## src/rtl/pong_pkg.sv

```systemverilog
// Shared types and constants for the Pong score path: BCD score type,
// 3x5 digit font and the font cell geometry in font units.
package pong_pkg;

  typedef logic [7:0] score_t;

  localparam int DIG_W_U = 3;
  localparam int DIG_H_U = 5;
  localparam int GAP_U   = 1;
  localparam int CELL_U  = DIG_W_U + GAP_U;

  // Row-major glyphs, bit 14 is the top-left pixel.
  localparam logic [14:0] FONT_3X5 [0:9] = '{
    15'b111_101_101_101_111,
    15'b010_110_010_010_111,
    15'b111_001_111_100_111,
    15'b111_001_111_001_111,
    15'b101_101_111_001_001,
    15'b111_100_111_001_111,
    15'b111_100_111_101_111,
    15'b111_001_001_001_001,
    15'b111_101_111_101_111,
    15'b111_101_111_001_111
  };

  function automatic logic font_bit(input logic [3:0] d, input logic [1:0] col,
                                    input logic [2:0] row);
    logic [14:0] g;
    logic [3:0]  idx;
    g   = '0;
    idx = 4'd14 - ({1'b0, row} * 4'd3 + {2'b00, col});
    if (d <= 4'd9) g = FONT_3X5[d];
    return (row <= 3'd4 && col <= 2'd2) ? g[idx] : 1'b0;
  endfunction

endpackage

```

## src/rtl/bcd_inc.sv

```systemverilog
// Two-digit BCD incrementer; 99 stays at 99.
module bcd_inc
  import pong_pkg::*;
(
  input  logic [7:0] val_i,
  output logic [7:0] inc_o
);

  always_comb begin
    inc_o = val_i;
    if (val_i == 8'h99)          inc_o = 8'h99;
    else if (val_i[3:0] >= 4'd9) inc_o = {val_i[7:4] + 4'd1, 4'd0};
    else                         inc_o = {val_i[7:4], val_i[3:0] + 4'd1};
  end

endmodule

```

## src/rtl/pong_score.sv

```systemverilog
// Pong score keeper and 2-cycle score pixel renderer.
// Define PONG_SCORE_BLINK_EN to blink the winner's digits at game over.
module pong_score
  import pong_pkg::*;
#(
  parameter int          CORDW      = 10,
  parameter logic [7:0]  WIN_SCORE  = 8'h11,
  parameter int          SCALE_LOG2 = 2,
  parameter int          P1_X       = 256,
  parameter int          P2_X       = 352,
  parameter int          DIG_Y      = 16
) (
  input  logic             clk_pix,
  input  logic             rst,
  input  logic             frame,
  input  logic             clear,
  input  logic             miss_l,
  input  logic             miss_r,
  input  logic [CORDW-1:0] sx,
  input  logic [CORDW-1:0] sy,
  input  logic             de,
  output logic             score_draw,
  output logic [7:0]       score_p1,
  output logic [7:0]       score_p2,
  output logic             game_over,
  output logic             winner
);

  typedef logic [CORDW:0] cord_t;

  localparam int    S     = 1 << SCALE_LOG2;
  localparam cord_t CW_W  = cord_t'(DIG_W_U * S);
  localparam cord_t CH_W  = cord_t'(DIG_H_U * S);
  localparam cord_t DY    = cord_t'(DIG_Y);
  localparam cord_t [3:0] CX = {cord_t'(P2_X + CELL_U * S), cord_t'(P2_X),
                                cord_t'(P1_X + CELL_U * S), cord_t'(P1_X)};

  // ---------------- score state ----------------
  score_t p1_q, p1_d, p2_q, p2_d, p1_inc, p2_inc;
  logic   pend_l_q, pend_l_d, pend_r_q, pend_r_d;
  logic   go_q, go_d, win_q, win_d;

  bcd_inc u_inc_p1 (.val_i(p1_q), .inc_o(p1_inc));
  bcd_inc u_inc_p2 (.val_i(p2_q), .inc_o(p2_inc));

  always_comb begin
    p1_d     = p1_q;
    p2_d     = p2_q;
    pend_l_d = pend_l_q;
    pend_r_d = pend_r_q;
    go_d     = go_q;
    win_d    = win_q;
    if (clear) begin
      p1_d     = '0;
      p2_d     = '0;
      pend_l_d = 1'b0;
      pend_r_d = 1'b0;
      go_d     = 1'b0;
      win_d    = 1'b0;
    end else if (go_q) begin
      pend_l_d = 1'b0;
      pend_r_d = 1'b0;
    end else if (frame) begin
      if (pend_r_q) p1_d = p1_inc;
      if (pend_l_q) p2_d = p2_inc;
      // a miss on the frame cycle itself counts toward the next frame
      pend_l_d = miss_l;
      pend_r_d = miss_r;
      if (p1_d == WIN_SCORE) begin
        go_d  = 1'b1;
        win_d = 1'b0;
      end else if (p2_d == WIN_SCORE) begin
        go_d  = 1'b1;
        win_d = 1'b1;
      end
    end else begin
      pend_l_d = pend_l_q | miss_l;
      pend_r_d = pend_r_q | miss_r;
    end
  end

  always_ff @(posedge clk_pix or posedge rst) begin
    if (rst) begin
      p1_q     <= '0;
      p2_q     <= '0;
      pend_l_q <= 1'b0;
      pend_r_q <= 1'b0;
      go_q     <= 1'b0;
      win_q    <= 1'b0;
    end else begin
      p1_q     <= p1_d;
      p2_q     <= p2_d;
      pend_l_q <= pend_l_d;
      pend_r_q <= pend_r_d;
      go_q     <= go_d;
      win_q    <= win_d;
    end
  end

  // ---------------- render stage 1 ----------------
  cord_t       sx_w, sy_w, dy, dx;
  cord_t [3:0] dxc;
  logic  [3:0] xin;
  logic        y_in;
  logic        hit_q, hit_d, de_q;
  logic  [1:0] cell_q, cell_d, col_q, col_d;
  logic  [2:0] row_q, row_d;

  assign sx_w = {1'b0, sx};
  assign sy_w = {1'b0, sy};
  assign y_in = (sy_w >= DY) && (sy_w < DY + CH_W);

  for (genvar c = 0; c < 4; c++) begin : g_cell
    assign xin[c] = (sx_w >= CX[c]) && (sx_w < CX[c] + CW_W);
    assign dxc[c] = sx_w - CX[c];
  end

  always_comb begin
    cell_d = 2'd0;
    dx     = '0;
    dy     = '0;
    if (xin[0])      begin cell_d = 2'd0; dx = dxc[0]; end
    else if (xin[1]) begin cell_d = 2'd1; dx = dxc[1]; end
    else if (xin[2]) begin cell_d = 2'd2; dx = dxc[2]; end
    else if (xin[3]) begin cell_d = 2'd3; dx = dxc[3]; end
    if (y_in) dy = sy_w - DY;
    hit_d = y_in & (|xin);
    col_d = 2'(dx >> SCALE_LOG2);
    row_d = 3'(dy >> SCALE_LOG2);
  end

  // ---------------- render stage 2 ----------------
  logic [3:0] digit;
  logic       blank, hide, draw_q, draw_d;

`ifdef PONG_SCORE_BLINK_EN
  logic [4:0] blink_q, blink_d;

  always_comb begin
    blink_d = blink_q;
    if (clear)      blink_d = '0;
    else if (frame) blink_d = blink_q + 5'd1;
  end

  always_ff @(posedge clk_pix or posedge rst) begin
    if (rst) blink_q <= '0;
    else     blink_q <= blink_d;
  end

  // cell_q[1] selects the player: 0 = P1 cells, 1 = P2 cells
  assign hide = go_q & (cell_q[1] == win_q) & blink_q[4];
`else
  assign hide = 1'b0;
`endif

  always_comb begin
    case (cell_q)
      2'd0:    digit = p1_q[7:4];
      2'd1:    digit = p1_q[3:0];
      2'd2:    digit = p2_q[7:4];
      default: digit = p2_q[3:0];
    endcase
    blank  = ~cell_q[0] & (digit == 4'd0);
    draw_d = de_q & hit_q & font_bit(digit, col_q, row_q) & ~blank & ~hide;
  end

  always_ff @(posedge clk_pix or posedge rst) begin
    if (rst) begin
      de_q   <= 1'b0;
      hit_q  <= 1'b0;
      cell_q <= '0;
      col_q  <= '0;
      row_q  <= '0;
      draw_q <= 1'b0;
    end else begin
      de_q   <= de;
      hit_q  <= hit_d;
      cell_q <= cell_d;
      col_q  <= col_d;
      row_q  <= row_d;
      draw_q <= draw_d;
    end
  end

  assign score_draw = draw_q;
  assign score_p1   = p1_q;
  assign score_p2   = p2_q;
  assign game_over  = go_q;
  assign winner     = win_q;

endmodule

```

## config.mk

```make
export PLATFORM = sky130hd
export DESIGN_NAME = pong_score
export DESIGN_NICKNAME = d
export VERILOG_FILES = /design/src/rtl/pong_pkg.sv /design/src/rtl/bcd_inc.sv /design/src/rtl/pong_score.sv
export SDC_FILE = /design/constraint.sdc
export NUM_CORES = 1
export LEC_CHECK = 0
export BUFFER_PORTS_ARGS = -buffer_cell sky130_fd_sc_hd__buf_2
export CAP_MARGIN = 10
export CELL_PAD_IN_SITES_DETAIL_PLACEMENT = 0
export CELL_PAD_IN_SITES_GLOBAL_PLACEMENT = 1
export CORE_MARGIN = 5
export CORE_UTILIZATION = 30
export DETAILED_ROUTE_END_ITERATION = 10
export MAX_ROUTING_LAYER = met4
export PLACE_DENSITY_LB_ADDON = 0.1
export SYNTH_ARGS = -nofsm -noshare
export SYNTH_HDL_FRONTEND = slang
export SYNTH_SLANG_ARGS = --single-unit
```

## constraint.sdc

```tcl
create_clock -name clk_pix -period 3.5 [get_ports clk_pix]
set_input_delay 0.875 -clock clk_pix [delete_from_list [all_inputs] [get_ports clk_pix]]
set_output_delay 0.875 -clock clk_pix [all_outputs]
set_load 0.01 [all_outputs]
```

==> run summary, run 1 <==
Critical path
* **kind of end point of the critical path** flip-flop
* **count of buffer and inverter cells on the critical path** 2
* **Critical-path top delay cell** sky130_fd_sc_hd__fa_1
* **Worst R2R End** score_draw
* **kind of cell with the highest combined delay on the critical path** adder cells
* **CP Data Required Time** 3.68 ns
* **slack of the worst reg-to-reg path** 0.90 ns
* **largest fanout of any net on the critical path** 6
* **launching point of the worst reg2reg path** row_q[0]
* **r2r worst-path depth** 9
* **Worst EP arrival** 2.78 ns
* **max incr delay on CP** 0.65 ns
* **startpoint kind of the worst setup timing path** flip-flop
* **crit-path cells** inv_1, fa_1, inv_1, fa_1, xnor2_1, and3_2, nor4_1, nor4_1, a211oi_1
* **Worst Path Class, Setup** flip-flop to flip-flop

Route
* **number of routed nets with antenna violations** 0
* **via count** 2,148
* **number of remaining DRC errors** 0
* **drt first pass iters** 4
* **detailed-route wire length** 6400 um
* **number of violations reported at the end of detailed-routing iteration 0** 69
* **average wire per standard cell** 15.4 um
* **detail-routed via count per cell** 5.18

Synth
* **Async S/R FF share, synth** 100%
* **number of warning messages in the yosys log** 0
* **Netlist cell types** 58
* **synthesized cell area** 2440 um2
* **post-synth net total** 321
* **count of state elements after synthesis** 30
* **most common cell in the synthesized netlist** sky130_fd_sc_hd__dfrtp_1
* **top post-synthesis cells by count** 30 x sky130_fd_sc_hd__dfrtp_1, 28 x sky130_fd_sc_hd__inv_1, 21 x sky130_fd_sc_hd__o21ai_0
* **top cell type by total area after synthesis** sky130_fd_sc_hd__dfrtp_1
* **post-synthesis area per instance** 8.90 um2
* **largest cells by area after synthesis** sky130_fd_sc_hd__dfrtp_1 31%, sky130_fd_sc_hd__ha_1 9.2%, sky130_fd_sc_hd__inv_1 4.3%, sky130_fd_sc_hd__o21ai_0 4.3%, sky130_fd_sc_hd__nand2_1 2.9%
* **gate count of the mapped netlist** 274
* **sequential element share of the synthesized area** 30.8%
* **portion of synthesized cell area occupied by the leading cell type** 30.8%
* **number of enable flip-flop cells after synthesis** 0
* **ys flop type** sky130_fd_sc_hd__dfrtp_1

STA
* **max-slew violation total from the final report** 0
* **highest achievable clock rate** 0.385 GHz
* **actual transition at the worst max-transition pin** 0.615 ns
* **minimum clock period after layout** 2.60 ns
* **hold slack** 0.566 ns
* **final critical-path share of the clock period** 74.2%
* **setup TNS after final layout** 0 ns
* **endpoints failing setup** 0
* **Hold Violations, Final** 0
* **remaining max-slew budget at the tightest pin** 58.6%
* **RSZ-0062 raised after global routing** no
* **final setup skew** 0.00535 ns

Clock network
* **clock buffer depth** 2
* **cts bufs inserted** 5
* **PostCTS Resize Cnt** 0
* **Skew-Pair Late Insertion Delay** 0.27 ns
* **quantity of hold-fixing buffers added after cts** 0
* **maximum level of the CTS H-tree** 2
* **clock root cell** sky130_fd_sc_hd__clkbuf_8
* **setup repair bufs after CTS** 0
* **Worst-path clk slew** 0.07 ns
* **CTS tree** built
* **TritonCTS sink count** 30

Die
* **starting density of the core** 31.2%
* **core area** 7810 um2
* **Die Wd** 100 um
* **boundary pin count** 46
* **vertical die dimension** 100 um
* **num rows** 32
* **die area** 10,000 um2

Placement
* **weighted congestion reported at the end of routability-driven placement** 0.793
* **placed instance area** 2710 um2
* **DPL Wire Length** 4850 um
* **number of input and output port buffers inserted** 41
* **DP Cell Count** 407

Finish
* **Final Instance Area** 2810 um2
* **area growth from synthesis to layout** 15.3%
* **final net count** 359
* **layout cells sized above 1** 19.2%
* **non-filler cells in the finished layout** 415
* **ant diodes** 0

Power and ir drop
* **leakage power total** 1.26 nW
* **worst-case vdd ir drop** 0.132 mV
* **power density over the cells** 281 nW/um2
* **Overall Power** 0.790 mW

Worst hold path
* **hold path startpoint** game_over
* **count of cells along the worst hold path** 1
* **sink of the worst hold path** pend_l_q
* **worst min path class** flip-flop to flip-flop

Job
* **max_cap viols** 0

Global route
* **total global routing track utilization** 13.9%
* **initial antenna violation count** 0
* **overall overflow remaining after global route** 0
* **pin count of the biggest net entering global routing** 31
* **vias in the first global route** 2,154
* **first-pass GRT wire length** 11,000 um

Status
* **outcome** complete, no violations

[cell families after synthesis]
group,synth area share [%]
AO/OA/AOI/OAI,21.0
XOR/XNOR,2.87
adder cells (fa/ha/maj),10.9
buffers and inverters,7.60
flip-flops,30.8
multiplexers,6.62
AND/OR/NAND/NOR,20.2
[how the worst max path moves through the flow]
stage                         start    endpoint  slack, ns  depth (start not counted)
after global placement    cell_q[1]  score_draw       0.85                          9
after floorplan            col_q[1]  score_draw       1.09                          9
final                      row_q[0]  score_draw       0.90                          9
after global routing       row_q[0]  score_draw       0.70                          9
after detailed placement   row_q[0]  score_draw       0.90                          9
after CTS                  row_q[0]  score_draw       0.89                          9
[through the flow]
stage / setup WS, ns / util (%)
final: 0.902 / 36.0
after global placement: 0.852 / 34.6
after CTS: 0.891 / 36.0
after detailed placement: 0.901 / 34.6
after global routing: 0.699 / 36.0
after floorplan: 1.09 / -
[placed cells by master (no fill, tap or decap), types with 5 or more instances in the layout]
cell / Yosys / final
sky130_fd_sc_hd__nor3_1: 10 / 10
sky130_fd_sc_hd__nor2_1: 14 / 14
sky130_fd_sc_hd__nor4_1: 7 / 7
sky130_fd_sc_hd__inv_1: 28 / 28
sky130_fd_sc_hd__dfrtp_1: 30 / 30
sky130_fd_sc_hd__ha_1: 18 / 18
sky130_fd_sc_hd__nand2_1: 19 / 19
sky130_fd_sc_hd__a21oi_1: 14 / 14
sky130_fd_sc_hd__clkbuf_8: 0 / 5
sky130_fd_sc_hd__a211oi_1: 5 / 5
sky130_fd_sc_hd__nand3_1: 6 / 6
sky130_fd_sc_hd__xnor2_1: 5 / 5
sky130_fd_sc_hd__nand2b_1: 5 / 5
sky130_fd_sc_hd__buf_2: 1 / 41
sky130_fd_sc_hd__o21ai_0: 21 / 21
[sequential cells by signal, summed over array words and instances, names as in the netlist, 2 cells and up]
signal	count
cell_q	2
col_q	2
row_q	3
score_p1	8
score_p2	8
[worst register-to-register path, cell delays in order, from the launching register on]
cell                       delay (ns)
sky130_fd_sc_hd__dfrtp_1         0.37
sky130_fd_sc_hd__inv_1           0.07
sky130_fd_sc_hd__fa_1            0.53
sky130_fd_sc_hd__inv_1           0.06
sky130_fd_sc_hd__fa_1            0.65
sky130_fd_sc_hd__xnor2_1         0.10
sky130_fd_sc_hd__and3_2          0.21
sky130_fd_sc_hd__nor4_1          0.23
sky130_fd_sc_hd__nor4_1          0.09
sky130_fd_sc_hd__a211oi_1        0.21
[power by group]
part	leakage, nW	internal (mW)	switching (mW)	total [mW]
clock network	0.0524	0.213	0.128	0.341
registers	0.413	0.351	0.0116	0.363
logic	0.791	0.0359	0.0496	0.0856
[metal layers]
layer | track usage (%) | vias to the layer above | share of wire, %
met5 | - | - | 0
met4 | 3.42 | 0 | 0.70
met3 | 2.29 | 4 | 3.4
met2 | 22.1 | 39 | 46
met1 | 18.5 | 1020 | 50
li1 | - | 1085 | -
[area by class of cell]
type / count / area [um2]
clock inverters: 1 / 30.0
repair buffers: 43 / 220
flip-flops and latches: 30 / 751
fillers: 829 / 5000
clock buffers: 7 / 76.3
inverters: 28 / 105
well taps: 102 / 128
multi-input cells: 204 / 1500
(Power assumes the default switching activity.)
==> run 2: changes to the inputs <==
clock period = 2.23 ns   (was 3.5 ns; I/O delays follow)
==> run 2 against run 1 <==
The run now ends with setup timing left. Sequential cell count is the same. Clock power grew 62%. Register-to-register slack lost 1.1 ns. Worst hold slack lost 0.22 ns. Design area grew 21%. Combinational power grew 130%. Utilization grew 7.5 points. Via count grew 11%. Sequential power grew 55%. Power grew 66%.
==> run summary, run 2 (same netlist as run 1, synthesis figures left out) <==
Critical path
* **Worst EP arrival** 2.58 ns, was 2.78 ns
* **CP most frequent cell** sky130_fd_sc_hd__inv_1
* **largest fanout of any net on the critical path** 6, unchanged
* **kind of end point of the critical path** flip-flop, unchanged
* **startpoint kind of the worst setup timing path** flip-flop, unchanged
* **CP Data Required Time** 2.42 ns, was 3.68 ns
* **Critical-path top delay cell** sky130_fd_sc_hd__fa_2, was sky130_fd_sc_hd__fa_1
* **max incr delay on CP** 0.59 ns, was 0.65 ns
* **Worst Path Class, Setup** flip-flop to flip-flop, unchanged
* **crit-path cells** inv_1, fa_1, inv_1, fa_2, xnor2_1, and3_4, nor4_2, nor4_1, a211oi_1, was inv_1, fa_1, inv_1, fa_1, xnor2_1, and3_2, nor4_1, nor4_1, a211oi_1

Clock network
* **Skew-Pair Late Insertion Delay** 0.28 ns, was 0.27 ns
* **CTS tree** built, unchanged
* **maximum level of the CTS H-tree** 2, unchanged
* **cts bufs inserted** 5, unchanged
* **clock root cell** sky130_fd_sc_hd__clkbuf_8, unchanged
* **TritonCTS sink count** 30, unchanged
* **Worst-path clk slew** 0.07 ns, about the same
* **clock buffer depth** 2, unchanged

Route
* **DR top layer** met4, unchanged
* **number of remaining DRC errors** 0, unchanged
* **detailed-route wire length** 7240 um, was 6400 um
* **wire length on met1** 3540 um, was 3180 um
* **via count** 2,375, was 2,148
* **wire length on met3** 185 um, was 215 um
* **average wire per standard cell** 15.2 um, was 15.4 um
* **drt first pass iters** 4, unchanged
* **number of routed nets with antenna violations** 0, unchanged
* **detail-routed via count per cell** 4.99, was 5.18
* **routed length on met2** 3430 um, was 2960 um
* **number of violations reported at the end of detailed-routing iteration 0** 57, was 69

STA
* **final critical-path share of the clock period** 107%, was 74.2%
* **max-slew violation total from the final report** 0, unchanged
* **final setup skew** 0.00429 ns, was 0.00535 ns
* **RSZ-0062 raised after global routing** yes, was no
* **setup TNS after final layout** -0.156 ns, was 0 ns
* **hold slack** 0.343 ns, was 0.566 ns
* **remaining max-slew budget at the tightest pin** 57.2%, was 58.6%
* **minimum clock period after layout** 2.39 ns, was 2.60 ns
* **Hold Violations, Final** 0, unchanged
* **endpoints failing setup** 1, was 0
* **post-route worst setup slack** -0.156 ns, was 0.902 ns
* **actual transition at the worst max-transition pin** 0.639 ns, was 0.615 ns
* **highest achievable clock rate** 0.419 GHz, was 0.385 GHz

Placement
* **number of input and output port buffers inserted** 41, unchanged
* **DPL Wire Length** 5560 um, was 4850 um
* **weighted congestion reported at the end of routability-driven placement** 0.823, was 0.793
* **placed instance area** 3110 um2, was 2710 um2
* **DP Cell Count** 459, was 407

Finish
* **final net count** 420, was 359
* **combined area of the multi-input logic cells** 1610 um2, was 1500 um2
* **register area** 757 um2, was 751 um2
* **Final Instance Area** 3390 um2, was 2810 um2
* **ant diodes** 0, unchanged
* **most common cell after layout, fill and taps aside** sky130_fd_sc_hd__buf_4, was sky130_fd_sc_hd__buf_2
* **non-filler cells in the finished layout** 476, was 415
* **number of fill cells** 804, was 829
* **share of the core filled with cells** 43.5%, was 36.0%
* **most used cells in the layout excluding fill and tap cells** 62 x sky130_fd_sc_hd__buf_4, 41 x sky130_fd_sc_hd__buf_2, 25 x sky130_fd_sc_hd__dfrtp_1, was 41 x sky130_fd_sc_hd__buf_2, 30 x sky130_fd_sc_hd__dfrtp_1, 28 x sky130_fd_sc_hd__inv_1
* **layout cells sized above 1** 39.6%, was 19.2%
* **area growth from synthesis to layout** 39.2%, was 15.3%

Power and ir drop
* **power density over the cells** 386 nW/um2, was 281 nW/um2
* **leakage power total** 1.56 nW, was 1.26 nW
* **worst-case vdd ir drop** 0.254 mV, was 0.132 mV

Global route
* **pin count of the biggest net entering global routing** 31, unchanged
* **initial antenna violation count** 0, unchanged
* **total global routing track utilization** 15.6%, was 13.9%
* **overall overflow remaining after global route** 0, unchanged
* **first-pass GRT wire length** 12,200 um, was 11,000 um
* **vias in the first global route** 2,472, was 2,154

Worst hold path
* **worst min path class** input port to asynchronous set/reset pin, was flip-flop to flip-flop

Die
* **num rows** 32, unchanged
* **boundary pin count** 46, unchanged
* **die area** 10,000 um2, unchanged
* **Die Wd** 100 um, unchanged
* **starting density of the core** 31.2%, unchanged
* **core area** 7810 um2, unchanged
* **vertical die dimension** 100 um, unchanged

Status
* **outcome** finished with violations, was complete, no violations
* **failing checks** setup timing

Job
* **max_cap viols** 0, unchanged

run 2: cell types whose count changed in the layout (fill, tap and decap cells not counted), moves of 4 or more:
cell | before | now
sky130_fd_sc_hd__buf_4 | 2 | 62
sky130_fd_sc_hd__dfrtp_1 | 30 | 25
sky130_fd_sc_hd__dfrtp_2 | 0 | 5
sky130_fd_sc_hd__ha_1 | 18 | 14
sky130_fd_sc_hd__inv_1 | 28 | 24
sky130_fd_sc_hd__inv_2 | 0 | 4
run 2: layer usage:
layer	GRT usage (%)	up-vias
met2	24.5	35
met3	2.29	7
met5	-	-
li1	-	1204
met4	4.35	0
met1	20.9	1129
run 2: through the flow:
step	power [mW]	worst slack (ns)
after floorplan	0.663	-0.0551
after global placement	0.740	-0.165
after detailed placement	0.742	-0.157
after CTS	1.32	-0.176
after global routing	1.38	-0.292
final	1.31	-0.156
run 2: layout make-up:
cell class	instances	area share [%]
clock buffers	6	2.14
clock inverters	2	1.11
inverters	28	3.10
multi-input cells	204	47.5
flip-flops and latches	30	22.3
well taps	102	3.76
repair buffers	104	20.1
run 2: timing repair:
item                                   CTS  global route
pin swaps                                4            14
gates resized for setup                  8            18
setup endpoints to repair                3             3
endpoints found under the hold margin    0             0
hold buffers                             0             0
buffers inserted                         6             3
run 2: final timing paths:
check	startpoint	to	slack, ns	cells past startpoint
setup / recovery	row_q[0]	score_draw	-0.16	9
max in group asynchronous	rst	score_p1[5]	1.55	3
min in group clk_pix	de	de_q	0.38	1
hold / removal	rst	score_draw	0.34	3
hold reg to reg	game_over	pend_r_q	0.55	1
setup reg to reg	row_q[0]	score_draw	-0.16	9
run 2: worst max-delay path, delay by kind of cell, from the launching register on:
family                     cells  cell delay [ns]
DFF                            1             0.35
adders and majority gates      2             1.14
and+or+nand+nor                3             0.37
buffers and inverters          2             0.12
xor gates and xnor gates       1             0.09
AOI/OAI and AO/OA              1             0.23
run 2: power breakdown:
| part | switching (mW) | internal, mW | total [mW] |
|---|---|---|---|
| Sequential | 0.0116 | 0.552 | 0.564 |
| Combinational | 0.102 | 0.0936 | 0.195 |
| Clock | 0.219 | 0.333 | 0.552 |
| Total | 0.332 | 0.979 | 1.31 |
==> run 3: changes to the inputs <==
CORE_MARGIN = 2   (was 5)
==> run 3 against run 2 <==
The run still ends with setup timing left. First-iteration DRC count rose by 110%. Clock-buffer cell count rose by 2. Combinational power barely moved. Sequential power barely moved. Via count rose by 0.34%. Sequential cell count did not move. Non-clock buffer count rose by 2. Register-to-register slack improved by 0.03 ns. Critical path depth did not move. Maximum frequency rose by 1.4%. Largest power group unchanged.
==> run summary, run 3 (same netlist as run 1, synthesis figures left out) <==
Critical path
* **startpoint kind of the worst setup timing path** flip-flop, unchanged
* **critical path startpoint** row_q[0], unchanged
* **kind of end point of the critical path** flip-flop, unchanged
* **CP Data Required Time** 2.41 ns, was 2.42 ns
* **launching point of the worst reg2reg path** row_q[0], unchanged
* **Worst Path Class, Setup** flip-flop to flip-flop, unchanged
* **Worst EP arrival** 2.54 ns, was 2.58 ns
* **slack of the worst reg-to-reg path** -0.12 ns, was -0.16 ns
* **largest fanout of any net on the critical path** 5, was 6

Global route
* **initial antenna violation count** 0, unchanged
* **vias in the first global route** 2,308, was 2,472
* **first-pass GRT wire length** 11,400 um, was 12,200 um
* **overall overflow remaining after global route** 0, unchanged
* **total global routing track utilization** 16.7%, was 15.6%
* **pin count of the biggest net entering global routing** 31, unchanged

Finish
* **combined area of the multi-input logic cells** 1630 um2, was 1610 um2
* **most common cell after layout, fill and taps aside** sky130_fd_sc_hd__buf_4, unchanged
* **Final Instance Area** 3430 um2, was 3390 um2
* **area growth from synthesis to layout** 40.7%, was 39.2%
* **layout cells sized above 1** 42.0%, was 39.6%
* **ant diodes** 0, unchanged
* **final net count** 422, was 420
* **register area** 757 um2, unchanged
* **most used cells in the layout excluding fill and tap cells** 65 x sky130_fd_sc_hd__buf_4, 41 x sky130_fd_sc_hd__buf_2, 25 x sky130_fd_sc_hd__dfrtp_1, was 62 x sky130_fd_sc_hd__buf_4, 41 x sky130_fd_sc_hd__buf_2, 25 x sky130_fd_sc_hd__dfrtp_1
* **number of fill cells** 784, was 804

Die
* **num rows** 32, unchanged
* **boundary pin count** 46, unchanged
* **die area** 8860 um2, was 10,000 um2
* **starting density of the core** 31.2%, unchanged
* **vertical die dimension** 94.1 um, was 100 um
* **core area** 7810 um2, unchanged
* **Die Wd** 94.1 um, was 100 um

STA
* **max-slew violation total from the final report** 0, unchanged
* **RSZ-0062 raised after global routing** yes, unchanged
* **post-route worst setup slack** -0.122 ns, was -0.156 ns
* **actual transition at the worst max-transition pin** 0.563 ns, was 0.639 ns
* **Hold Violations, Final** 0, unchanged
* **minimum clock period after layout** 2.35 ns, was 2.39 ns
* **final critical-path share of the clock period** 105%, was 107%
* **setup TNS after final layout** -0.140 ns, was -0.156 ns
* **highest achievable clock rate** 0.425 GHz, was 0.419 GHz
* **endpoints failing setup** 2, was 1
* **remaining max-slew budget at the tightest pin** 62.3%, was 57.2%
* **final setup skew** 0.00764 ns, was 0.00429 ns

Clock network
* **clock root cell** sky130_fd_sc_hd__clkbuf_8, unchanged
* **cts bufs inserted** 5, unchanged
* **TritonCTS sink count** 30, unchanged
* **Worst-path clk slew** 0.06 ns, was 0.07 ns
* **Skew-Pair Late Insertion Delay** 0.28 ns, about the same
* **quantity of hold-fixing buffers added after cts** 0, unchanged
* **CTS tree** built, unchanged
* **clock buffer depth** 2, unchanged
* **maximum level of the CTS H-tree** 2, unchanged

Route
* **via count** 2,383, was 2,375
* **number of routed nets with antenna violations** 0, unchanged
* **drt first pass iters** 4, unchanged
* **detailed-route wire length** 6820 um, was 7240 um
* **number of violations reported at the end of detailed-routing iteration 0** 120, was 57
* **average wire per standard cell** 14.3 um, was 15.2 um
* **number of remaining DRC errors** 0, unchanged
* **detail-routed via count per cell** 4.99, about the same

Placement
* **number of input and output port buffers inserted** 41, unchanged
* **DPL Wire Length** 5430 um, was 5560 um
* **weighted congestion reported at the end of routability-driven placement** 0.761, was 0.823
* **placed instance area** 3130 um2, was 3110 um2

Power and ir drop
* **proportion of power drawn by combinational gates** 15.1%, was 14.9%
* **worst-case vdd ir drop** 0.202 mV, was 0.254 mV
* **fraction of power consumed by the clock network** 40.6%, was 42.1%
* **cell internal pwr** 0.958 mW, was 0.979 mW
* **sequential cell fraction of total power** 44.4%, was 43.0%
* **leakage power total** 1.59 nW, was 1.56 nW
* **switching power total** 0.317 mW, was 0.332 mW
* **power density over the cells** 372 nW/um2, was 386 nW/um2
* **switching part of the total power** 24.9%, was 25.3%
* **Overall Power** 1.28 mW, was 1.31 mW

Worst hold path
* **worst min path class** input port to asynchronous set/reset pin, unchanged

Job
* **max_cap viols** 0, unchanged

Status
* **outcome** finished with violations, unchanged
* **failing checks** setup timing, unchanged

[run 3: changes by cell type in the layout (fill, tap and decap cells not counted), sizes merged]
cell,delta
bufinv,-1
clkinvlp,-1
clkbuf,+2
buf,+2
[run 3: layout make-up]
type | instances | area share, %
Clock buffer | 8 | 3.21
Inverter | 28 | 3.14
Multi-Input combinational cell | 204 | 47.6
Sequential cell | 30 | 22.1
Tap cell | 102 | 3.72
Timing Repair Buffer | 106 | 20.2
[run 3: power groups by stage]
stage	logic, mW	registers (mW)	clock network [mW]
2_1_floorplan	0.0925	0.571	0
3_3_place_gp	0.170	0.575	0
3_5_place_dp	0.171	0.575	0
4_1_cts	0.181	0.565	0.535
5_1_grt	0.214	0.567	0.557
6_report	0.192	0.566	0.517
[run 3: worst max-delay path: stages (launching register included)]
cell	delay (ns)
sky130_fd_sc_hd__dfrtp_1	0.36
sky130_fd_sc_hd__inv_2	0.04
sky130_fd_sc_hd__fa_1	0.56
sky130_fd_sc_hd__inv_1	0.06
sky130_fd_sc_hd__fa_2	0.58
sky130_fd_sc_hd__xnor2_1	0.09
sky130_fd_sc_hd__and3_4	0.14
sky130_fd_sc_hd__nor4_2	0.16
sky130_fd_sc_hd__nor4_2	0.06
sky130_fd_sc_hd__a211oi_1	0.21
[run 3: stage by stage]
| step | hold slack (ns) | utilization (%) | setup slack (ns) | cells |
|---|---|---|---|---|
| finish | 0.343 | 43.9 | -0.122 | 478 |
| global route | 0.376 | 43.9 | -0.250 | 478 |
| detailed placement | 0.549 | 40.1 | -0.184 | 461 |
| global placement | 0.548 | 40.1 | -0.169 | 461 |
| floorplan | 0.556 | - | -0.0551 | 274 |
| CTS | 0.355 | 42.6 | -0.180 | 474 |
[run 3: worst paths after layout]
check / to / cells after the start
max in group asynchronous: score_p2[0] / 3
max: score_draw / 9
min: score_draw / 3
max reg2reg: score_draw / 9
min reg2reg: pend_r_q / 1
min in group clk_pix: de_q / 1
[run 3: repair_timing]
| action | in CTS | in global routing |
|---|---|---|
| pin swaps | 6 | 8 |
| buffers inserted | 6 | 4 |
| resized for setup | 19 | 15 |
| endpoints found under the setup margin | 3 | 3 |
| hold endpoints to repair | 0 | 0 |
[run 3: metal layers]
layer  track usage, %  share of wire (%)
met2             25.4                 47
met4             4.23                1.1
met3             2.49                3.2
met5                -                  0
met1             23.3                 48
